### src/rtl/mag_comparator_pipe_if.sv
// Operand/result handshake bundle for mag_comparator_pipe.
// The master side drives operands and consumes results; the slave side is the comparator.
interface mag_comparator_pipe_if #(
  parameter int WIDTH = 8,
  parameter int CNT_W = 16
);
  logic             in_valid;
  logic             in_ready;
  logic [WIDTH-1:0] a;
  logic [WIDTH-1:0] b;
  logic             signed_mode;
  logic             out_valid;
  logic             out_ready;
  logic             a_equal_b;
  logic             a_less_b;
  logic             a_greater_b;
  logic             cnt_clr;
  logic [CNT_W-1:0] eq_count;
  logic [CNT_W-1:0] lt_count;
  logic [CNT_W-1:0] gt_count;

  modport master (
    output in_valid, a, b, signed_mode, out_ready, cnt_clr,
    input  in_ready, out_valid, a_equal_b, a_less_b, a_greater_b,
           eq_count, lt_count, gt_count
  );

  modport slave (
    input  in_valid, a, b, signed_mode, out_ready, cnt_clr,
    output in_ready, out_valid, a_equal_b, a_less_b, a_greater_b,
           eq_count, lt_count, gt_count
  );
endinterface

### src/rtl/mag_comparator_pipe.sv
// Single-stage registered magnitude comparator (unsigned / two's complement) with
// valid/ready handshake and saturating per-result event counters.
module mag_comparator_pipe #(
  parameter int WIDTH     = 8,
  parameter int CNT_W     = 16,
  parameter int SIGNED_EN = 1
) (
  input  logic                 clk,
  input  logic                 rst,
  mag_comparator_pipe_if.slave bus
);

  // Result encoding is {greater, less, equal}; exactly one bit set per result.
  // Signed compare: inverting both sign bits maps two's complement order onto unsigned order.
  function automatic logic [2:0] compare(input logic [WIDTH-1:0] op_a,
                                         input logic [WIDTH-1:0] op_b,
                                         input logic             sgn);
    logic [WIDTH-1:0] ka;
    logic [WIDTH-1:0] kb;
    ka = op_a;
    kb = op_b;
    if (sgn) begin
      ka[WIDTH-1] = ~op_a[WIDTH-1];
      kb[WIDTH-1] = ~op_b[WIDTH-1];
    end else begin
      ka = op_a;
    end
    if (ka == kb) begin
      compare = 3'b001;
    end else if (ka < kb) begin
      compare = 3'b010;
    end else begin
      compare = 3'b100;
    end
  endfunction

  function automatic logic [CNT_W-1:0] sat_inc(input logic [CNT_W-1:0] cnt,
                                               input logic             hit);
    if (hit && (cnt != {CNT_W{1'b1}})) begin
      sat_inc = cnt + CNT_W'(1'b1);
    end else begin
      sat_inc = cnt;
    end
  endfunction

  logic             valid_q, valid_d;
  logic [2:0]       flags_q, flags_d;
  logic [CNT_W-1:0] eq_cnt_q, eq_cnt_d;
  logic [CNT_W-1:0] lt_cnt_q, lt_cnt_d;
  logic [CNT_W-1:0] gt_cnt_q, gt_cnt_d;

  logic             in_ready_s;
  logic             accept_s;
  logic             drain_s;
  logic             sgn_s;
  logic [2:0]       cmp_s;

  assign in_ready_s = !valid_q || bus.out_ready;
  assign accept_s   = bus.in_valid && in_ready_s;
  assign drain_s    = valid_q && bus.out_ready;
  assign sgn_s      = (SIGNED_EN != 0) && bus.signed_mode;
  assign cmp_s      = compare(bus.a, bus.b, sgn_s);

  // Output stage next state: load on accept, clear on drain, otherwise hold.
  always_comb begin
    valid_d = valid_q;
    flags_d = flags_q;
    if (accept_s) begin
      valid_d = 1'b1;
      flags_d = cmp_s;
    end else if (drain_s) begin
      valid_d = 1'b0;
      flags_d = 3'b000;
    end else begin
      valid_d = valid_q;
      flags_d = flags_q;
    end
  end

  // Counter next state: clear beats a coincident handshake.
  always_comb begin
    eq_cnt_d = eq_cnt_q;
    lt_cnt_d = lt_cnt_q;
    gt_cnt_d = gt_cnt_q;
    if (bus.cnt_clr) begin
      eq_cnt_d = '0;
      lt_cnt_d = '0;
      gt_cnt_d = '0;
    end else if (drain_s) begin
      eq_cnt_d = sat_inc(eq_cnt_q, flags_q[0]);
      lt_cnt_d = sat_inc(lt_cnt_q, flags_q[1]);
      gt_cnt_d = sat_inc(gt_cnt_q, flags_q[2]);
    end else begin
      eq_cnt_d = eq_cnt_q;
      lt_cnt_d = lt_cnt_q;
      gt_cnt_d = gt_cnt_q;
    end
  end

  // State registers; reset drops any held result immediately.
  always_ff @(posedge clk or posedge rst) begin
    if (rst) begin
      valid_q  <= 1'b0;
      flags_q  <= 3'b000;
      eq_cnt_q <= '0;
      lt_cnt_q <= '0;
      gt_cnt_q <= '0;
    end else begin
      valid_q  <= valid_d;
      flags_q  <= flags_d;
      eq_cnt_q <= eq_cnt_d;
      lt_cnt_q <= lt_cnt_d;
      gt_cnt_q <= gt_cnt_d;
    end
  end

  assign bus.in_ready    = in_ready_s;
  assign bus.out_valid   = valid_q;
  assign bus.a_equal_b   = flags_q[0];
  assign bus.a_less_b    = flags_q[1];
  assign bus.a_greater_b = flags_q[2];
  assign bus.eq_count    = eq_cnt_q;
  assign bus.lt_count    = lt_cnt_q;
  assign bus.gt_count    = gt_cnt_q;

endmodule
### src/flat_wrapper.sv
// flat-port wrapper written by rule: the top's interface ports become plain ports
module mag_comparator_pipe_flat 
#(
  parameter int WIDTH     = 8,
  parameter int CNT_W     = 16,
  parameter int SIGNED_EN = 1
)
  (clk, rst, bus_in_valid, bus_a, bus_b, bus_signed_mode, bus_out_ready, bus_cnt_clr, bus_in_ready, bus_out_valid, bus_a_equal_b, bus_a_less_b, bus_a_greater_b, bus_eq_count, bus_lt_count, bus_gt_count);
  mag_comparator_pipe_if #(.WIDTH(WIDTH), .CNT_W(CNT_W)) bus_i ();
  input  logic clk;
  input  logic rst;
  input wire logic [$bits(bus_i.in_valid)-1:0] bus_in_valid;
  input wire logic [$bits(bus_i.a)-1:0] bus_a;
  input wire logic [$bits(bus_i.b)-1:0] bus_b;
  input wire logic [$bits(bus_i.signed_mode)-1:0] bus_signed_mode;
  input wire logic [$bits(bus_i.out_ready)-1:0] bus_out_ready;
  input wire logic [$bits(bus_i.cnt_clr)-1:0] bus_cnt_clr;
  output wire logic [$bits(bus_i.in_ready)-1:0] bus_in_ready;
  output wire logic [$bits(bus_i.out_valid)-1:0] bus_out_valid;
  output wire logic [$bits(bus_i.a_equal_b)-1:0] bus_a_equal_b;
  output wire logic [$bits(bus_i.a_less_b)-1:0] bus_a_less_b;
  output wire logic [$bits(bus_i.a_greater_b)-1:0] bus_a_greater_b;
  output wire logic [$bits(bus_i.eq_count)-1:0] bus_eq_count;
  output wire logic [$bits(bus_i.lt_count)-1:0] bus_lt_count;
  output wire logic [$bits(bus_i.gt_count)-1:0] bus_gt_count;
  assign bus_i.in_valid = bus_in_valid;
  assign bus_i.a = bus_a;
  assign bus_i.b = bus_b;
  assign bus_i.signed_mode = bus_signed_mode;
  assign bus_i.out_ready = bus_out_ready;
  assign bus_i.cnt_clr = bus_cnt_clr;
  assign bus_in_ready = bus_i.in_ready;
  assign bus_out_valid = bus_i.out_valid;
  assign bus_a_equal_b = bus_i.a_equal_b;
  assign bus_a_less_b = bus_i.a_less_b;
  assign bus_a_greater_b = bus_i.a_greater_b;
  assign bus_eq_count = bus_i.eq_count;
  assign bus_lt_count = bus_i.lt_count;
  assign bus_gt_count = bus_i.gt_count;
  mag_comparator_pipe #(.WIDTH(WIDTH), .CNT_W(CNT_W), .SIGNED_EN(SIGNED_EN)) u_core (.clk(clk), .rst(rst), .bus(bus_i));
endmodule
### config.mk
export PLATFORM = sky130hd
export DESIGN_NAME = mag_comparator_pipe_flat
export DESIGN_NICKNAME = d
export VERILOG_FILES = /design/src/rtl/mag_comparator_pipe_if.sv /design/src/rtl/mag_comparator_pipe.sv /design/src/flat_wrapper.sv
export SDC_FILE = /design/constraint.sdc
export NUM_CORES = 1
export LEC_CHECK = 0
export ABC_AREA = 1
export CAP_MARGIN = 20
export CORE_MARGIN = 4
export CORE_UTILIZATION = 47
export DETAILED_ROUTE_END_ITERATION = 12
export MAX_ROUTING_LAYER = met4
export PLACE_DENSITY = 0.85
export SLEW_MARGIN = 20
export SYNTH_ARGS = -nofsm -noshare
export SYNTH_HDL_FRONTEND = slang
export SYNTH_SLANG_ARGS = --single-unit
### constraint.sdc
create_clock -name clk -period 1.6 [get_ports clk]
set_clock_uncertainty 0.2 [all_clocks]
set_input_delay 0.16 -clock clk [delete_from_list [all_inputs] [get_ports clk]]
set_output_delay 0.16 -clock clk [all_outputs]
set_load 0.03 [all_outputs]
# Word level (Yosys, flattened, before mapping)
# Index checks and enable logic that the tools add are counted.
# Widths: inputs -> output; s select.
[word_totals] elab_cells=47 regBits=52 output_inout_bits=53
[op_classes] n_bitwise=2 n_eq_ne=4 magnitude_cmp=1 reduce_logical=15 addsub=3 muxes=17
[ops] operator="$mux 16" count=9
[ops] operator="$add 16x1->16 const B" count=3
[ops] operator="$ne 16x16->1 const B" count=3
[ops] operator="$mux 3" count=4
[ops] operator="$reduce_bool 2->1" count=5
[ops] operator="$eq 8x8->1" count=1
[ops] operator="$lt 8x8->1" count=1
[ops] operator="$reduce_and 2->1" count=3
[ops] operator="$logic_and 1x1->1" count=5
[ops] operator="$mux 1" count=4
[ops] operator="$not 1->1" count=2
[ops] operator="$logic_not 1->1" count=1
[ops] operator="$logic_or 1x1->1" count=1

# Depth between registers and ports, before layout
# Gate-level depths: netlist of run 1.
[depth] word_depth=6 ltp_mapped=11 depth_no_buf=10

# Worst setup path after synthesis of run 1
# No wires, ideal clock.
[synth_path] path_type="register to register" from="reg u_core.eq_cnt_q[1], in the netlist u_core.bus.eq_count[1]" to="reg u_core.eq_cnt_q[8], in the netlist u_core.bus.eq_count[8]" setup_time_ns=0.118 required_ns=1.282 slack_ns=-0.390 synth_period_minus_slack_ns=1.990 n_path_buf=1 stages_incl_launch_ff=12 arrival_time_ns=1.672 path_cell_list="dfrtp_1 -> ha_1 -> nand2_1 -> nor2_2 -> nand2_2 -> nor2_4 -> nand2_1 -> nand2_2 -> nand2_2 -> buf_6 -> nand2_1 -> nand2_1"
[synth_via] elab_chain_len=4 word_cells_on_any_way=8
[synth_rtl] item="start, declared" line="mag_comparator_pipe.sv:48" rtl="logic [CNT_W-1:0] eq_cnt_q, eq_cnt_d;"
[synth_rtl] item="start signal, assigned" line="mag_comparator_pipe.sv:111" rtl="eq_cnt_q <= eq_cnt_d;"
[synth_rtl] item="$add 16x1->16 / $ne 16x16->1 (equally long branches)" line="mag_comparator_pipe.sv:40, mag_comparator_pipe.sv:39"
[synth_rtl] item="$mux 16 / $logic_and 1x1->1 (equally long branches)" line="mag_comparator_pipe.sv:39" rtl="if (hit && (cnt != {CNT_W{1'b1}})) begin"
[synth_rtl] item="$mux 16 / $reduce_bool 2->1 (equally long branches)"
[synth_rtl] item="$mux 16 / $reduce_and 2->1 (equally long branches)"
# Parallel ways exist; a longest one is shown, timed or not. The select of a mux whose other input is x is not followed.
# A chain may end at the register's enable or synchronous reset.

# Final worst setup path of run 1
[layout_path] from="reg u_core.eq_cnt_q[10], in the netlist u_core.bus.eq_count[10]" to="reg u_core.eq_cnt_q[11], in the netlist u_core.bus.eq_count[11]"
# The elaborated chain is that of the path after synthesis.

==> reports/metrics.csv, run 1 <==
metric,value,unit
P&R area growth vs syn,55.3,%
syn nets,597,
Max Clock Freq,0.562,GHz
Crit Path Category,reg2reg,
Starting Density,49.5,%
Worst setup SP type,flip-flop,
top cell type's share of synthesized area,35.5,%
H-tree lvl count,2,
nets,750,
RSZ-0062 raised after global routing,true,
yosys warns,0,
port bufs,74,
MaxCap Viol Count,0,
Avg WL per Cell,15.0,um
num ports,75,
failing checks,negative setup slack,
Vias/cell,5.35,
critical path data required time,1.66,ns
RR Endpoint,u_core.bus.eq_count[11],
pre-CTS WS,-0.229,ns
Synth cell types,26,
setup-violating endpoint count in the final report,43,
worst hold path class,in2async,
"Reg clk slew, reported paths",0.11,ns
Pleak,2.79,nW
global-route wire length before repair,18900,um
"IR drop worst, VDD",0.000362,V
Critical Path Sink Type,flip-flop,
Clock Path Buffers,2,
Gate Count Post-Synth,565,
count of final hold-check violations,0,
"commonest non-fill, non-tap cells in the layout","nand2_1 (162), nor2_1 (77), buf_4 (71)",
Num CTS Buffers,5,
PD cells,513,nW/um^2
crit share post-route,111,%
core area,7410,um^2
layout cells sized above 1,33.2,%
vias in the first global route,4218,
"commonest non-fill, non-tap cell in the layout",nand2_1,
ANT cells,0,
Die H,96.3,um
R2R cell count,8,
die area,9280,um^2
Worst EP arrival,1.84,ns
syn avg cell area,6.49,um^2
first-pass detailed-route iteration total,7,
register area,1320,um^2
DP Wirelength,8000,um
hold_ws,0.0432,ns
Post-route DRC,0,
# fillers,519,
FF-to-FF setup slack,-0.18,ns
PnR worst setup slack,-0.179,ns
Die X,96.3,um
Synth area leaders,"dfrtp_1 (35%), nand2_1 (20%), nor2_1 (9.8%), inv_1 (6.8%), nand3_1 (6.3%)",
Placer Congestion,0.910,
Slew @ Worst Pin,0.342,ns
via count,4374,
CTS root buffer,clkbuf_8,
worst-path fanout max,6,
Initial DRC Count,277,
global-route usage over all layers,26.6,%
CTS tree,yes,
register area share after synthesis,35.5,%
dominant cell type by area after synthesis,dfrtp_1,
"Cell Count, Final, Fillers Out",818,
remaining antenna violation count,0,
GRT Residual Overflow,0,
Max Slew Vio Count,0,
Crit. Startpoint,u_core.bus.eq_count[10],
Setup crit end,u_core.bus.eq_count[11],
WL final,12300,um
Post-Syn Area,3670,um^2
Finished Core Util,76.9,%
synthesized flop and latch total,52,
std cell rows,31,
R2R Path Start,u_core.bus.eq_count[10],
Skew-Pair Late Insertion Delay,0.32,ns
worst rel slew slack,77.1,%
pin count of the biggest net entering global routing,53,
# clock sinks,52,
Multi-input gate area,2560,um^2
initial antenna violation count,0,
cts-stage hold buffer count,0,
Placed Instances,797,
status,"complete, but fails checks",
fin crit period,1.78,ns
[how the worst min path moves through the flow]
stage / depth (start not counted) / end / start / slack, ns
floorplan: 1 / u_core.bus.eq_count[10] / rst / 0.01
global placement: 2 / u_core.bus.gt_count[5] / u_core.bus.gt_count[5] / 0.31
detailed placement: 2 / u_core.bus.gt_count[5] / u_core.bus.gt_count[5] / 0.32
CTS: 3 / u_core.bus.gt_count[9] / rst / 0.08
global route: 3 / u_core.bus.gt_count[9] / rst / 0.08
finish: 3 / u_core.bus.gt_count[9] / rst / 0.04
[worst max-delay path: stages, from the launching register on]
cell and delay (ns):
dfrtp_1 0.53, nand2_1 0.12, nor2_1 0.28, nand2_1 0.10, o21bai_1 0.13, nand2_1 0.06
nor2_1 0.14, nand2_1 0.08, nand2_1 0.08
[through the flow]
| step | instance area [um^2] | TNS, ns | total power (W) |
|---|---|---|---|
| 2_1_floorplan | 3790 | -5.64 | 0.00161 |
| 3_3_place_gp | 5140 | -4.02 | 0.00181 |
| 3_5_place_dp | 5140 | -6.14 | 0.00183 |
| 4_1_cts | 5550 | -1.64 | 0.00290 |
| 5_1_grt | 5700 | -7.27 | 0.00303 |
| 6_report | 5700 | -3.83 | 0.00292 |
[kinds of logic (layout without fill, tap and decap cells)]
family          count (synthesis)  count (layout)  synth area share [%]
compound gates                 33              33                  5.66
xor+xnor                       15              15                  3.58
fa+ha+maj                      10              10                  3.41
buf+inv                        76             227                  8.36
flops                          52              52                  35.5
simple gates                  379             382                  43.5
[synth_stat cells (all sizes together)]
cell,count
a21boi,1
o22ai,1
nor3,6
clkbuf,5
ha,10
nand3,46
o21bai,8
nand2,204
dfrtp,52
inv,66
nor2,102
and2,1
xor2,14
nand3b,4
buf,5
o21ai,16
xnor2,1
a21oi,7
nor3b,1
nand4,15
[sequential cells by signal, summed over array words and instances (netlist names)]
signal and count:
u_core.bus.out_valid 1, u_core.bus.gt_count 16, u_core.bus.lt_count 16, u_core.bus.eq_count 16, u_core.flags_q 3
[repair_timing]
item                                    CTS  global route
gates resized for setup                 133            90
buffers inserted                          9             3
pin swaps                                39            17
endpoints found under the setup margin   97            73
cloned                                    3             0
[power by group]
group	leakage, nW	total (W)	switching (W)	internal (W)
combinational	2.03	0.000540	0.000318	0.000222
clock	0.0645	0.00103	0.000480	0.000553
sequential	0.692	0.00135	0.0000204	0.00133
[layer usage]
layer,vias up,wire [um],track usage (%)
met5,-,0,-
met4,0,380,11.3
met3,41,780,3.60
met2,206,6380,45.2
met1,2048,4730,31.7
li1,2079,-,-
[final cells by class]
cell class	count	area share, %
repair buffers	153	23.0
multi-input cells	440	45.0
flip-flops and latches	52	23.2
inverters	66	4.41
well taps	99	2.17
clock buffers	7	1.69
clock inverters	1	0.527
Power figures use the tool's default switching activity.
==> inputs of run 2 (changes only) <==
--- a/config.mk
+++ b/config.mk
@@ -7,7 +7,7 @@
 export LEC_CHECK = 0
 export ABC_AREA = 1
 export CAP_MARGIN = 20
-export CORE_MARGIN = 4
+export CORE_MARGIN = 5
 export CORE_UTILIZATION = 47
 export DETAILED_ROUTE_END_ITERATION = 12
 export MAX_ROUTING_LAYER = met4
==> reports/metrics.csv, run 2 (synthesized netlist as in run 1, its figures left out) <==
metric,value,unit,change
status,"complete, but fails checks",,
failing checks,negative setup slack,,
CTS root buffer,clkbuf_8,,
Num CTS Buffers,5,,unchanged
remaining antenna violation count,0,,unchanged
count of final hold-check violations,0,,unchanged
Seq pwr share,50.4,%,+4.2 points
vias in the first global route,4436,,+5.2%
Skew-Pair Late Insertion Delay,0.31,ns,about the same
port bufs,74,,unchanged
std cell rows,32,,+3.2%
Worst path slowest cell,dfrtp_2,,
pin count of the biggest net entering global routing,53,,unchanged
global-route wire length before repair,19900,um,+5.2%
nets,760,,+1.3%
PD cells,462,nW/um^2,-10%
DP Wirelength,8190,um,+2.4%
WL final,13300,um,+8.6%
via count,4655,,+6.4%
"commonest non-fill, non-tap cells in the layout","nand2_1 (165), buf_4 (81), nor2_1 (70)",,
Clock Path Buffers,2,,unchanged
Logic pwr share,21.0,%,+2.5 points
ANT cells,0,,unchanged
Post-route DRC,0,,unchanged
Post-Route Setup TNS,-4.57,ns,-0.748 ns
layout cells sized above 1,34.7,%,+1.5 points
crit share post-route,110,%,-0.85 points
num ports,75,,unchanged
Slew @ Worst Pin,0.434,ns,+0.0920 ns
Worst EP arrival,1.82,ns,-0.02 ns
# fillers,524,,+0.96%
GRT Residual Overflow,0,,unchanged
Sw Share,30.3,%,+2.3 points
H-tree lvl count,2,,unchanged
CP Buf/Inv Count,2,,+2
first-pass detailed-route iteration total,5,,-2
CP cell instances,"ha_4, nand2_4, nor2_4, nand2_4, buf_6, nor2_4, nand3b_1, nand2_1, inv_2, nor2_2",,
"commonest non-fill, non-tap cell in the layout",nand2_1,,
# clock sinks,52,,unchanged
worst hold path class,in2async,,
pre-CTS WS,-0.241,ns,-0.0121 ns
"Reg clk slew, reported paths",0.10,ns,about the same
Psw,0.000813,W,-0.64%
cts-stage hold buffer count,0,,unchanged
critical path data required time,1.65,ns,about the same
Tot Pwr,0.00269,W,-8.1%
CP peak stage delay,0.40,ns,-0.13 ns
Max Slew Vio Count,0,,unchanged
Max Clock Freq,0.566,GHz,+0.77%
initial antenna violation count,0,,unchanged
Crit Path Category,reg2reg,,
P_int,0.00187,W,-11%
PnR worst setup slack,-0.165,ns,+0.0135 ns
Critical Path Sink Type,flip-flop,,
Avg WL per Cell,16.0,um,+6.9%
Starting Density,48.0,%,-1.5 points
setup-violating endpoint count in the final report,48,,+12%
family with the most delay on the worst path,simple AND/OR/NAND/NOR gates,,
"IR drop worst, VDD",0.000371,V,+2.5%
Die H,98.3,um,+2.1%
Die X,98.3,um,+2.1%
Placer Congestion,0.943,,+3.7%
MaxCap Viol Count,0,,unchanged
P&R area growth vs syn,58.6,%,
Worst setup SP type,flip-flop,,
CTS tree,yes,,
worst rel slew slack,71.1,%,-6.0 points
worst-path fanout max,3,,-3
Pleak,2.84,nW,+1.8%
RSZ-0062 raised after global routing,true,,
global-route usage over all layers,25.4,%,-1.3 points
fin crit period,1.77,ns,-0.0135 ns
Vias/cell,5.60,,+4.8%
core area,7650,um^2,+3.2%
die area,9670,um^2,+4.2%
Clock power frac,28.6,%,-6.7 points
Initial DRC Count,336,,+21%
## run 2: cell count changes in the layout (fill, tap and decap cells not counted), moves of 4 or more
cell / previous run / this run
clkbuf_2: 16 / 11
dlygate4sd2_1: 19 / 23
nor2_2: 15 / 20
nor2_1: 77 / 70
nand2_2: 26 / 21
buf_4: 71 / 81
## run 2: stage by stage
stage / std cells / hold slack [ns] / area [um^2] / utilization (%)
6_report: 831 / 0.0525 / 5820 / 76.1
5_1_grt: 831 / 0.0723 / 5820 / 76.1
4_1_cts: 822 / 0.0715 / 5550 / 72.6
3_5_place_dp: 804 / 0.331 / 5160 / 67.5
3_3_place_gp: 804 / 0.315 / 5160 / 67.5
2_1_floorplan: 565 / 0.0146 / 3790 / -
## run 2: final timing paths
| kind | start | endpoint | slack (ns) | depth (start not counted) |
|---|---|---|---|---|
| min in group clk | bus_in_valid | u_core.bus.out_valid | 0.24 | 3 |
| hold / removal | rst | u_core.bus.gt_count[9] | 0.05 | 3 |
| setup / recovery | u_core.bus.lt_count[0] | u_core.bus.lt_count[12] | -0.17 | 10 |
| hold reg to reg | u_core.bus.gt_count[5] | u_core.bus.gt_count[5] | 0.36 | 2 |
| max in group asynchronous | rst | u_core.bus.gt_count[13] | 0.87 | 3 |
| setup reg to reg | u_core.bus.lt_count[0] | u_core.bus.lt_count[12] | -0.17 | 10 |
## run 2: cell type report
cell class | count | area [um^2] | area share [%]
multi-input combinational | 441 | 2650 | 45.6
timing repair buffer | 162 | 1380 | 23.7
sequential | 52 | 1330 | 22.8
inverter | 66 | 251 | 4.32
tap | 102 | 128 | 2.19
clock buffer | 8 | 80.1 | 1.38
## run 2: repair_timing
action / CTS / global route
buffers inserted: 7 / 8
gates resized for setup: 137 / 95
setup endpoints to repair: 97 / 68
pin swaps: 32 / 44
cloned: 3 / 1
## run 2: power by group through the flow
stage / clock (W) / combinational, W / sequential (W)
after floorplan: 0 / 0.000202 / 0.00141
after global placement: 0 / 0.000428 / 0.00138
after detailed placement: 0 / 0.000439 / 0.00138
after CTS: 0.000762 / 0.000527 / 0.00135
after global routing: 0.000831 / 0.000609 / 0.00136
final: 0.000768 / 0.000563 / 0.00135
## run 2: metal layers
layer	track usage (%)	part of all wire [%]	wire length [um]
met1	29.5	38	5010
met2	43.8	50	6700
met3	4.14	7.8	1040
met4	9.66	4.3	579
met5	-	0	0
## run 2: worst register-to-register path, stage by stage (launching register included)
cell and delay (ns):
dfrtp_2 0.40, ha_4 0.15, nand2_4 0.06, nor2_4 0.12
nand2_4 0.08, buf_6 0.13, nor2_4 0.14, nand3b_1 0.14
nand2_1 0.15, inv_2 0.05, nor2_2 0.08
